### src/rtl/synth_pkg.sv
// Shared types and constants for the polyphonic voice allocator: message
// classes, MIDI status/controller codes, note_vol field layout and FSM states.
package synth_pkg;

   typedef enum logic [1:0] {
      MSG_IGNORE   = 2'd0,
      MSG_NOTE_ON  = 2'd1,
      MSG_NOTE_OFF = 2'd2,
      MSG_ALL_OFF  = 2'd3
   } msg_kind_t;

   typedef enum logic [1:0] {
      IDLE   = 2'd0,
      SCAN   = 2'd1,
      COMMIT = 2'd2
   } alloc_state_t;

   localparam logic [3:0] ST_NOTE_OFF = 4'h8;
   localparam logic [3:0] ST_NOTE_ON  = 4'h9;
   localparam logic [3:0] ST_CTRL     = 4'hB;

   localparam logic [6:0] CC_ALL_SOUND_OFF = 7'd120;
   localparam logic [6:0] CC_ALL_NOTES_OFF = 7'd123;

   localparam int GATE_BIT = 15;
   localparam int NOTE_MSB = 14;
   localparam int NOTE_LSB = 8;
   localparam int VOL_MSB  = 7;

   // Decode one channel message; data byte bit7 is ignored throughout.
   function automatic msg_kind_t classify_msg(
      input logic [7:0] status,
      input logic [7:0] data1,
      input logic [7:0] data2,
      input logic       omni,
      input logic [3:0] channel
   );
      msg_kind_t kind;
      kind = MSG_IGNORE;
      if (omni || (status[3:0] == channel)) begin
         case (status[7:4])
            ST_NOTE_ON:  kind = (data2[6:0] != 7'd0) ? MSG_NOTE_ON : MSG_NOTE_OFF;
            ST_NOTE_OFF: kind = MSG_NOTE_OFF;
            ST_CTRL: begin
               if ((data1[6:0] == CC_ALL_SOUND_OFF) || (data1[6:0] == CC_ALL_NOTES_OFF)) begin
                  kind = MSG_ALL_OFF;
               end else begin
                  kind = MSG_IGNORE;
               end
            end
            default:     kind = MSG_IGNORE;
         endcase
      end else begin
         kind = MSG_IGNORE;
      end
      return kind;
   endfunction

   // Stretch 7-bit velocity to 8-bit volume so 127 maps to full scale.
   function automatic logic [7:0] vel_to_vol(input logic [6:0] vel);
      return {vel, vel[6]};
   endfunction

endpackage

### src/rtl/voice_age_tracker.sv
// Per-voice saturating age counters; an allocation zeroes the target and ages
// every other sounding voice, a clear zeroes all of them.
module voice_age_tracker
   import synth_pkg::*;
#(
   parameter int NUM_VOICES = 8,
   parameter int AGE_W      = 8,
   parameter int IDX_W      = 3
) (
   input  logic                        clk,
   input  logic                        reset,
   input  logic                        alloc_en,
   input  logic [IDX_W-1:0]            alloc_idx,
   input  logic                        clear_all,
   input  logic [NUM_VOICES-1:0]       gate_vec,
   output logic [NUM_VOICES*AGE_W-1:0] ages
);

   localparam logic [AGE_W-1:0] AGE_MAX = {AGE_W{1'b1}};

   logic [AGE_W-1:0] age_r [NUM_VOICES];

   // Age update on allocate / clear.
   always_ff @(posedge clk or negedge reset) begin
      if (!reset) begin
         for (int i = 0; i < NUM_VOICES; i++) begin
            age_r[i] <= {AGE_W{1'b0}};
         end
      end else if (clear_all) begin
         for (int i = 0; i < NUM_VOICES; i++) begin
            age_r[i] <= {AGE_W{1'b0}};
         end
      end else if (alloc_en) begin
         for (int i = 0; i < NUM_VOICES; i++) begin
            if (alloc_idx == IDX_W'(i)) begin
               age_r[i] <= {AGE_W{1'b0}};
            end else if (gate_vec[i] && (age_r[i] != AGE_MAX)) begin
               age_r[i] <= age_r[i] + {{(AGE_W-1){1'b0}}, 1'b1};
            end
         end
      end
   end

   for (genvar g = 0; g < NUM_VOICES; g++) begin : g_age_out
      assign ages[g*AGE_W +: AGE_W] = age_r[g];
   end

endmodule

### src/rtl/voice_allocator.sv
// Polyphonic voice scheduler: classifies MIDI channel messages, scans the
// voice slots one per cycle, then retriggers / allocates / steals in COMMIT.
module voice_allocator
   import synth_pkg::*;
#(
   parameter int         NUM_VOICES   = 8,
   parameter logic [3:0] MIDI_CHANNEL = 4'd0,
   parameter bit         OMNI         = 1'b0,
   parameter int         AGE_W        = 8
) (
   input  logic                     clk,
   input  logic                     reset,
   input  logic                     midi_valid,
   output logic                     midi_ready,
   input  logic [7:0]               midi_status,
   input  logic [7:0]               midi_data1,
   input  logic [7:0]               midi_data2,
   output logic [16*NUM_VOICES-1:0] voice_note_vol,
   output logic                     busy,
   output logic                     steal_pulse
);

   localparam int IDX_W = (NUM_VOICES > 1) ? $clog2(NUM_VOICES) : 1;
   localparam logic [IDX_W-1:0] LAST_IDX = IDX_W'(NUM_VOICES - 1);

   alloc_state_t state_r;
   msg_kind_t    kind_r;
   msg_kind_t    kind_s;
   logic [6:0]   note_r;
   logic [6:0]   vel_r;
   logic         ready_r;
   logic         busy_r;
   logic         steal_r;
   logic         handshake_s;

   logic [IDX_W-1:0] scan_idx_r;
   logic [IDX_W-1:0] match_idx_r;
   logic [IDX_W-1:0] free_idx_r;
   logic [IDX_W-1:0] oldest_idx_r;
   logic [IDX_W-1:0] target_idx_s;
   logic             match_found_r;
   logic             free_found_r;
   logic             steal_sel_s;
   logic [AGE_W-1:0] oldest_age_r;
   logic [AGE_W-1:0] cur_age_s;
   logic [15:0]      cur_word_s;

   logic [15:0]                  voice_r [NUM_VOICES];
   logic [AGE_W-1:0]             age_arr_s [NUM_VOICES];
   logic [NUM_VOICES*AGE_W-1:0]  ages_s;
   logic [NUM_VOICES-1:0]        gate_vec_s;
   logic                         alloc_en_s;
   logic                         clear_all_s;

   assign handshake_s = midi_valid & (state_r == IDLE);
   assign kind_s      = classify_msg(midi_status, midi_data1, midi_data2, OMNI, MIDI_CHANNEL);
   assign alloc_en_s  = (state_r == COMMIT) && (kind_r == MSG_NOTE_ON);
   assign clear_all_s = (state_r == COMMIT) && (kind_r == MSG_ALL_OFF);

   assign midi_ready  = ready_r;
   assign busy        = busy_r;
   assign steal_pulse = steal_r;

   for (genvar g = 0; g < NUM_VOICES; g++) begin : g_voice
      assign gate_vec_s[g]             = voice_r[g][GATE_BIT];
      assign age_arr_s[g]              = ages_s[g*AGE_W +: AGE_W];
      assign voice_note_vol[g*16 +: 16] = voice_r[g];
   end

   voice_age_tracker #(
      .NUM_VOICES (NUM_VOICES),
      .AGE_W      (AGE_W),
      .IDX_W      (IDX_W)
   ) u_age (
      .clk       (clk),
      .reset     (reset),
      .alloc_en  (alloc_en_s),
      .alloc_idx (target_idx_s),
      .clear_all (clear_all_s),
      .gate_vec  (gate_vec_s),
      .ages      (ages_s)
   );

   // Current scan slot and note-on target priority: match, then free, then oldest.
   always_comb begin
      cur_word_s = voice_r[scan_idx_r];
      cur_age_s  = age_arr_s[scan_idx_r];
      if (match_found_r) begin
         target_idx_s = match_idx_r;
         steal_sel_s  = 1'b0;
      end else if (free_found_r) begin
         target_idx_s = free_idx_r;
         steal_sel_s  = 1'b0;
      end else begin
         target_idx_s = oldest_idx_r;
         steal_sel_s  = 1'b1;
      end
   end

   // Control FSM with message latch and registered ready/busy.
   always_ff @(posedge clk or negedge reset) begin
      if (!reset) begin
         state_r    <= IDLE;
         kind_r     <= MSG_IGNORE;
         note_r     <= 7'd0;
         vel_r      <= 7'd0;
         scan_idx_r <= {IDX_W{1'b0}};
         ready_r    <= 1'b1;
         busy_r     <= 1'b0;
      end else begin
         case (state_r)
            IDLE: begin
               if (handshake_s) begin
                  note_r     <= midi_data1[6:0];
                  vel_r      <= midi_data2[6:0];
                  kind_r     <= kind_s;
                  scan_idx_r <= {IDX_W{1'b0}};
                  case (kind_s)
                     MSG_NOTE_ON, MSG_NOTE_OFF: begin
                        state_r <= SCAN;
                        ready_r <= 1'b0;
                        busy_r  <= 1'b1;
                     end
                     MSG_ALL_OFF: begin
                        state_r <= COMMIT;
                        ready_r <= 1'b0;
                        busy_r  <= 1'b1;
                     end
                     default: begin
                        state_r <= IDLE;
                     end
                  endcase
               end
            end
            SCAN: begin
               if (scan_idx_r == LAST_IDX) begin
                  state_r <= COMMIT;
               end else begin
                  scan_idx_r <= scan_idx_r + {{(IDX_W-1){1'b0}}, 1'b1};
               end
            end
            COMMIT: begin
               state_r <= IDLE;
               ready_r <= 1'b1;
               busy_r  <= 1'b0;
            end
            default: begin
               state_r <= IDLE;
               ready_r <= 1'b1;
               busy_r  <= 1'b0;
            end
         endcase
      end
   end

   // Scan bookkeeping: first match, first free, oldest (strict > keeps lowest index).
   always_ff @(posedge clk or negedge reset) begin
      if (!reset) begin
         match_found_r <= 1'b0;
         match_idx_r   <= {IDX_W{1'b0}};
         free_found_r  <= 1'b0;
         free_idx_r    <= {IDX_W{1'b0}};
         oldest_idx_r  <= {IDX_W{1'b0}};
         oldest_age_r  <= {AGE_W{1'b0}};
      end else if (handshake_s) begin
         match_found_r <= 1'b0;
         match_idx_r   <= {IDX_W{1'b0}};
         free_found_r  <= 1'b0;
         free_idx_r    <= {IDX_W{1'b0}};
         oldest_idx_r  <= {IDX_W{1'b0}};
         oldest_age_r  <= {AGE_W{1'b0}};
      end else if (state_r == SCAN) begin
         if (!match_found_r && cur_word_s[GATE_BIT] && (cur_word_s[NOTE_MSB:NOTE_LSB] == note_r)) begin
            match_found_r <= 1'b1;
            match_idx_r   <= scan_idx_r;
         end
         if (!free_found_r && !cur_word_s[GATE_BIT]) begin
            free_found_r <= 1'b1;
            free_idx_r   <= scan_idx_r;
         end
         if (cur_age_s > oldest_age_r) begin
            oldest_age_r <= cur_age_s;
            oldest_idx_r <= scan_idx_r;
         end
      end
   end

   // Voice word updates, landing on the edge that ends COMMIT.
   always_ff @(posedge clk or negedge reset) begin
      if (!reset) begin
         for (int i = 0; i < NUM_VOICES; i++) begin
            voice_r[i] <= 16'h0000;
         end
         steal_r <= 1'b0;
      end else begin
         steal_r <= 1'b0;
         if (state_r == COMMIT) begin
            case (kind_r)
               MSG_NOTE_ON: begin
                  voice_r[target_idx_s] <= {1'b1, note_r, vel_to_vol(vel_r)};
                  steal_r               <= steal_sel_s;
               end
               MSG_NOTE_OFF: begin
                  if (match_found_r) begin
                     voice_r[match_idx_r] <= {1'b0, voice_r[match_idx_r][NOTE_MSB:NOTE_LSB], 8'h00};
                  end
               end
               MSG_ALL_OFF: begin
                  for (int i = 0; i < NUM_VOICES; i++) begin
                     voice_r[i] <= {1'b0, voice_r[i][NOTE_MSB:NOTE_LSB], 8'h00};
                  end
               end
               default: begin
                  steal_r <= 1'b0;
               end
            endcase
         end
      end
   end

endmodule

### config.mk
export PLATFORM = sky130hd
export DESIGN_NAME = voice_allocator
export DESIGN_NICKNAME = d
export VERILOG_FILES = /design/src/rtl/synth_pkg.sv /design/src/rtl/voice_age_tracker.sv /design/src/rtl/voice_allocator.sv
export SDC_FILE = /design/constraint.sdc
export NUM_CORES = 1
export LEC_CHECK = 0
export ABC_CLOCK_PERIOD_IN_PS = 7150
export BUFFER_PORTS_ARGS = -buffer_cell sky130_fd_sc_hd__buf_2
export CORE_ASPECT_RATIO = 1.1
export CORE_MARGIN = 4
export CORE_UTILIZATION = 35
export DETAILED_ROUTE_END_ITERATION = 8
export PLACE_DENSITY = 0.58
export SLEW_MARGIN = 20
export SYNTH_ARGS = -nofsm -noshare
export SYNTH_HDL_FRONTEND = slang
export SYNTH_SLANG_ARGS = --single-unit
### constraint.sdc
create_clock -name clk -period 7.15 [get_ports clk]
set_input_delay 2.145 -clock clk [delete_from_list [all_inputs] [get_ports clk]]
set_output_delay 2.145 -clock clk [all_outputs]
set_load 0.05 [all_outputs]
# After elaboration in Yosys (flattened, before gate mapping)
# Cells that the tools add are included.
# word_totals
reg_bits	235
in_bits	27
word_cells	228
# op_classes
add_sub_neg	9
n_lt_le_gt_ge	6
eq_ne	35
mux	76
bitwise_logic	6
reduce_logical	58
# op_table
operator	n
$pmux W128 S3	1
$bwmux W128	2
$mux W8	21
$mux W128	1
$mux W64	2
$bmux W16 S3	2
$demux W16 S3	2
$add A8 B1 Y8 const B	8
$mux W16	4
$ne A8 B8 Y1 const B	8
$mux W3	13
$mux W15	2
$reduce_bool A3 Y1	9
$reduce_and A2 Y1	13
$bmux W8 S3	1
$eq A3 B3 Y1 const B	5
$logic_and A1 B1 Y1	15
$eq A7 B7 Y1 const B	2
$mux W1	14
$reduce_bool A2 Y1	7
$eq A4 B4 Y1 const B	3
$ge A4 B4 Y1 const B	3
$not A3 Y4	3
$eq A2 B2 Y1 const B	5
other kinds (25)	44

# Longest topological paths before layout
# Gate-level depths: netlist of run 1.
# logic_depth
word_depth	10
mapped_depth	15
depth_no_buf	10

# Modules after synthesis
# Synthesis of run 1 repeated with hierarchy kept, for this count alone.
# unflattened
hier_cells	1330
area_unflattened_um2	13188.9
# by_module_without_submodules
module	n_inst	cells_each	area_each_um2	seq_area_each_um2
voice_allocator	1	897	9287.7	4280.4
voice_age_tracker	1	433	3901.2	1601.5

# Worst setup path before layout of run 1
# OpenSTA, ideal clock, no wires.
# synth_timing
path_kind	in2reg
from	input port midi_data2[2]
to	register state_r[0]
setup_time_ps	72
t_arrival_ps	3840
setup_slack_ps	3238
stages	8
n_path_buf	0
cell_sequence	or4_1 o41ai_1 nor2b_1 o21ai_0 ha_1 nand2_1 mux2_2 nor2_1
# synth_between
elab_chain_cells	9
# synth_rtl
element	line	text
from (decl)	voice_allocator.sv:17	input logic [7:0] midi_data2,
$reduce_bool A7 Y1 *	synth_pkg.sv:42	ST_NOTE_ON: kind = (data2[6:0] != 7'd0) ? MSG_NOTE_ON : MSG_NOTE_OFF;
$mux W2 *	synth_pkg.sv:42	
$pmux W2 S3 *	synth_pkg.sv:41	case (status[7:4])
$mux W2 *	synth_pkg.sv:40	if (omni || (status[3:0] == channel)) begin
$eq A2 B1 Y1 or $eq A2 B2 Y1 (tied branches)	voice_allocator.sv:118	case (kind_s)
$reduce_or A2 Y1	n/a	
$pmux W2 S2 *	voice_allocator.sv:118	
$mux W2 *	voice_allocator.sv:113	if (handshake_s) begin
$pmux W2 S2 *	voice_allocator.sv:111	case (state_r)
to (signal assigned)	voice_allocator.sv:120	state_r <= SCAN;
to (signal assigned)	voice_allocator.sv:125	state_r <= COMMIT;
to (signal assigned)	voice_allocator.sv:130	state_r <= IDLE;
to (decl)	voice_allocator.sv:26	alloc_state_t state_r;
# Every way passes the cells marked *; elsewhere a longest branch is shown, timed or not. The select of a mux whose other input is x is not followed.
# A chain may end at the register's enable or synchronous reset.

# Worst setup path after layout of run 1
# Same ends and word-level chain as after synthesis.

==> results.sh, run 1 <==
export IMPL_outcome="complete, no violations"
export IMPL_rsz0062_at_grt="false"
export IMPL_met1_length_mm=17.6
export IMPL_htreeDepth=1
export IMPL_ios=158
export IMPL_synth_edf_count=0
export IMPL_cp_end_kind="register"
export IMPL_layout_commonest_cell="dfrtp_1"
export IMPL_yosysWarnings=0
export IMPL_drt_pass1_iter_count=5
export IMPL_relSlewSlack_pct=22.3
export IMPL_cts_setup_buffers=0
export IMPL_clk_latency_ns=0.57
export IMPL_fin_nets=1424
export IMPL_layout_drive_gt1_share_pct=19.7
export IMPL_avgSynthCellArea_um2=10.1
export IMPL_hold_slack_ns=0.473
export IMPL_place_gp_congestion=0.853
export IMPL_grt_pass1_vias=10200
export IMPL_powerDensity_nw_per_um2=213
export IMPL_met3_wirelength_mm=3.14
export IMPL_synthCells=1249
export IMPL_hp_class="reg2reg"
export IMPL_cp_slowest_cell="or4_1"
export IMPL_period_share_pct=54.3
export IMPL_dieArea_um2=39100
export IMPL_cts_root_buffer="clkbuf_16"
export IMPL_grt_overflow_total=0
export IMPL_ctsHoldBuffers=0
export IMPL_final_cell_mix="233 x dfrtp_1, 170 x nand2_1, 154 x buf_2"
export IMPL_drv_cap=0
export IMPL_clk_pin_slew_ns=0.06
export IMPL_fin_setup_tns_ns=0
export IMPL_cp_max_fo=3
export IMPL_setup_violations_final=0
export IMPL_core_region_area_um2=35300
export IMPL_ys_types=69
export IMPL_area_delta_synth_final_pct=17.1
export IMPL_crit_type="in2reg"
export IMPL_timing_fmax_ghz=0.258
export IMPL_final_util_pct=41.7
export IMPL_power_leakage_nw=6.77
export IMPL_wirelength_mm=39.7
export IMPL_diodes=0
export IMPL_track_usage_pct=19.7
export IMPL_drc_errors=0
export IMPL_yosys_most_used_dff="dfrtp_1"
export IMPL_min_period_ns=3.88
export IMPL_dr_first_iter_drc_count=944
export IMPL_port_buffers=155
export IMPL_die_x_um=189
export IMPL_top_layer="met4"
export IMPL_nFillCells=3550
export IMPL_seq_area_frac_synth_pct=46.7
export IMPL_dp_hpwl_mm=27.6
export IMPL_cp_required_ns=7.61
export IMPL_synthesis_nets=1300
export IMPL_synth_seq_cells=235
export IMPL_hold_viol=0
export IMPL_vias_per_cell=5.63
export IMPL_start_util_pct=35.7
export IMPL_worstPathArrival_ns=4.34
export IMPL_tightestPinTransition_ns=1.16
export IMPL_wl_per_cell_um=21.2
export IMPL_grt_pass1_wl_mm=61.3
export IMPL_path_cells="buf_2 -> or4_1 -> o41ai_1 -> nor2b_1 -> o21ai_0 -> ha_1 -> nand2_1 -> mux2_2 -> nor2_1"
export IMPL_path_delay_family="simple AND/OR/NAND/NOR gates"
export IMPL_cts_tree="done"
export IMPL_vias=10600
export IMPL_ff_latch_area_um2=5880
export IMPL_synthArstFlopShare_pct=100
export IMPL_numCtsBuffers=28
export IMPL_clockBufferDepth=3
export IMPL_antenna_found_initial=0
export IMPL_detail_route_antenna_nets=0
export IMPL_crit_path_start_kind="input port"
export IMPL_slew_violations=0
export IMPL_grt_max_degree=135
export IMPL_multi_input_area_um2=6250
export IMPL_placementRows=72
export IMPL_ir_drop_mv=0.142
export IMPL_cp_num_buf_inv=1
export IMPL_die_h_um=207
export IMPL_met2_length_mm=18.0
export IMPL_skew_ns=0.0434
export IMPL_cts_resized=0
export IMPL_syn_area_um2=12600
export IMPL_slowest_delay_ns=0.70
export IMPL_clock_sinks=235
Yosys cell counts, types with 25 or more instances:
| cell | n | area (um2) |
|---|---|---|
| nand3_1 | 40 | 200 |
| a21oi_1 | 44 | 220 |
| nor2_1 | 110 | 413 |
| a22o_1 | 57 | 499 |
| nand2_1 | 170 | 638 |
| mux2i_1 | 52 | 521 |
| dfrtp_1 | 234 | 5860 |
| clkbuf_1 | 31 | 116 |
| o21ai_0 | 104 | 521 |
| mux4_2 | 25 | 563 |
| inv_1 | 26 | 97.6 |
worst paths after layout:
path / start / slack, ns / cells after the start / end
worst max-delay path: midi_data2[2] / 3.27 / 9 / state_r[0]$_DFFE_PN0P_
worst min-delay path: vel_r[5]$_DFFE_PN0P_ / 0.47 / 2 / vel_r[5]$_DFFE_PN0P_
worst max register to register: scan_idx_r[2]$_DFFE_PN0P_ / 3.80 / 10 / oldest_idx_r[0]$_DFFE_PN0P_
worst min register to register: vel_r[5]$_DFFE_PN0P_ / 0.47 / 2 / vel_r[5]$_DFFE_PN0P_
max in group asynchronous: reset / 4.27 / 2 / asynchronous set/reset pin
min in group asynchronous: reset / 1.62 / 1 / u_age.ages[26]$_DFFE_PN0P_
power breakdown:
part	internal, W	switching (W)	leakage, nW	total [W]
Combinational	0.0000768	0.000141	3.02	0.000218
Sequential	0.00135	0.0000370	3.25	0.00138
Clock	0.000954	0.000588	0.490	0.00154
Total	0.00238	0.000766	6.77	0.00314
worst min-delay path, delay by kind of cell (launching register included):
family        cells  cell delay [ns]
simple gates      2             0.11
flops             1             0.34
cells by family after synthesis:
family	count (synthesis)	synth area share, %
compound gates	312	16.9
flops	235	46.7
buf+inv	101	3.80
fa+ha+maj	24	2.38
simple gates	438	16.2
xor+xnor	42	2.98
mux	97	11.0
final cells by class:
type	instances	share of cell area, %
clock buffers	39	5.37
clock inverters	11	1.42
inverters	26	0.662
multi-input cells	913	42.4
flip-flops and latches	235	39.9
well taps	481	4.08
repair buffers	169	6.13
routing by layer:
layer | vias up | GRT usage [%]
li1 | 4791 | -
met1 | 5274 | 28.4
met2 | 424 | 30.9
met3 | 63 | 3.75
met4 | 0 | 5.13
met5 | - | 0
through the flow:
step / total power, W / cell area [um2] / worst slack [ns] / instances
final: 0.00314 / 14700 / 3.27 / 1874
after global routing: 0.00325 / 14700 / 3.05 / 1874
after CTS: 0.00318 / 14700 / 3.29 / 1874
after detailed placement: 0.00163 / 13700 / 2.74 / 1824
after global placement: 0.00162 / 13700 / 2.72 / 1824
after floorplan: 0.00155 / 12600 / 3.24 / 1249
Power figures use the tool's default switching activity.
==> inputs of run 2 (changes only) <==
ABC_CLOCK_PERIOD_IN_PS = 3200   (was 7150)
PLACE_DENSITY = 0.6   (was 0.58)
clock period = 3.2 ns   (was 7.15 ns; I/O delays follow)
==> run 2 against run 1 <==
Net effect: sequential share of layout area is 0.88 points lower; clock skew shrank 0.026 ns; wire length increased by 0.72%; sequential power up 120%; clock power up 120%; cell count up 2.0%.
==> results.sh, run 2 (synthesized netlist as in run 1, its figures left out) <==
export IMPL_crit_type="reg2reg"
export IMPL_drt_pass1_iter_count=5
export IMPL_final_cell_mix="233 x dfrtp_1, 170 x nand2_1, 154 x buf_2"
export IMPL_die_h_um=207
export IMPL_clockBufferDepth=3
export IMPL_diodes=0
export IMPL_fin_nets=1461
export IMPL_core_region_area_um2=35300
export IMPL_grt_pass1_vias=10300
export IMPL_grtUsageMet3_pct=3.82
export IMPL_clk_latency_ns=0.56
export IMPL_dp_hpwl_mm=29.0
export IMPL_tightestPinTransition_ns=0.877
export IMPL_worst_r2r_setup_slack_ns=0.20
export IMPL_final_util_pct=42.7
export IMPL_dr_first_iter_drc_count=1096
export IMPL_ir_drop_mv=0.401
export IMPL_ctsHoldBuffers=0
export IMPL_cts_root_buffer="clkbuf_16"
export IMPL_placementRows=72
export IMPL_reg2reg_from="scan_idx_r[0]$_DFFE_PN0P_"
export IMPL_cts_setup_buffers=0
export IMPL_hold_viol=0
export IMPL_crit_path_start_kind="register"
export IMPL_worstPathArrival_ns=3.43
export IMPL_grt_max_degree=89
export IMPL_layout_commonest_cell="dfrtp_1"
export IMPL_htreeDepth=1
export IMPL_grt_overflow_total=0
export IMPL_vias_per_cell=5.62
export IMPL_antenna_found_initial=0
export IMPL_detail_route_antenna_nets=0
export IMPL_cts_resized=0
export IMPL_die_x_um=189
export IMPL_area_delta_synth_final_pct=19.7
export IMPL_clock_sinks=235
export IMPL_use_met1_pct=28.5
export IMPL_cp_required_ns=3.62
export IMPL_layout_drive_gt1_share_pct=21.8
export IMPL_hp_class="in2async"
export IMPL_r2r_end="oldest_idx_r[0]$_DFFE_PN0P_"
export IMPL_fin_setup_tns_ns=0
export IMPL_busiest_layer="met2"
export IMPL_start_util_pct=35.7
export IMPL_wl_per_cell_um=20.9
export IMPL_setup_violations_final=0
export IMPL_outcome="complete, no violations"
export IMPL_port_buffers=155
export IMPL_cts_tree="done"
export IMPL_powerDensity_nw_per_um2=467
export IMPL_vias=10700
export IMPL_relSlewSlack_pct=41.3
export IMPL_dieArea_um2=39100
export IMPL_ios=158
export IMPL_numCtsBuffers=27
export IMPL_drc_errors=0
export IMPL_cp_startpoint="scan_idx_r[0]$_DFFE_PN0P_"
export IMPL_use_met2_pct=31.1
export IMPL_cp_max_fo=18
export IMPL_wirelength_mm=40.0
export IMPL_r2r_worst_path_cells=10
export IMPL_slew_violations=0
export IMPL_path_cells="buf_4 -> mux4_2 -> mux2_2 -> ha_1 -> o21a_1 -> o21ai_0 -> a21oi_1 -> o221a_4 -> mux2i_1 -> nor2_1"
export IMPL_place_gp_congestion=0.901
export IMPL_power_leakage_nw=6.96
export IMPL_min_period_ns=3.00
export IMPL_drv_cap=0
export IMPL_grt_pass1_wl_mm=62.1
export IMPL_cp_end_kind="register"
export IMPL_skew_ns=0.0177
export IMPL_clk_pin_slew_ns=0.06
export IMPL_cp_slowest_cell="dfrtp_2"
export IMPL_track_usage_pct=19.9
export IMPL_slowest_delay_ns=0.51
export IMPL_rsz0062_at_grt="false"
export IMPL_period_share_pct=93.8
export IMPL_timing_fmax_ghz=0.333
## run 2: cell types whose count changed in the layout (fill, tap and decap cells not counted), moves of 3 or more
cell / delta
buf_12: +5
buf_4: +33
clkbuf_1: -3
clkinvlp_4: +3
o21ai_0: +4
o21ai_2: -3
## run 2: how the worst max path moves through the flow
stage,to,slack (ns),depth (start not counted)
after detailed placement,state_r[0]$_DFFE_PN0P_,0.02,9
after global placement,state_r[0]$_DFFE_PN0P_,0.03,9
after floorplan,oldest_age_r[4]$_DFFE_PN0P_,0.03,13
after global routing,oldest_idx_r[0]$_DFFE_PN0P_,0.04,9
final,oldest_idx_r[0]$_DFFE_PN0P_,0.20,10
after CTS,oldest_idx_r[0]$_DFFE_PN0P_,0.13,10
## run 2: final cells by class
class / instances / area (um2)
repair buffers: 207 / 1250
clock buffers: 33 / 728
multi-input cells: 913 / 6250
flip-flops and latches: 235 / 5880
clock inverters: 16 / 260
inverters: 26 / 97.6
fillers: 3503 / 20200
well taps: 481 / 602
## run 2: per-layer routing
layer / part of all wire, % / vias to the layer above
met3: 7.9 / 68
met4: 2.8 / 0
met1: 44 / 5370
met2: 45 / 435
li1: - / 4862
met5: 0 / -
## run 2: worst max-delay path: cells and delay by family, from the launching register on
kind | cells | cell delay [ns]
compound gates | 4 | 0.75
flops | 1 | 0.51
simple gates | 1 | 0.05
buf+inv | 1 | 0.22
fa+ha+maj | 1 | 0.30
mux | 3 | 1.03
## run 2: stage by stage
step	power (W)	setup slack [ns]	area [um2]	instances	hold WS [ns]
CTS	0.00710	0.128	15100	1911	0.445
detailed placement	0.00367	0.0217	14100	1862	0.460
global route	0.00728	0.0387	15100	1911	0.466
finish	0.00705	0.197	15100	1911	0.405
floorplan	0.00346	0.0257	12600	1249	0.437
global placement	0.00366	0.0259	14100	1862	0.463
## run 2: power by group
group          switching, W  internal, W  total, W
Clock               0.00132      0.00211   0.00343
Combinational      0.000340     0.000203  0.000543
Sequential        0.0000645      0.00301   0.00307
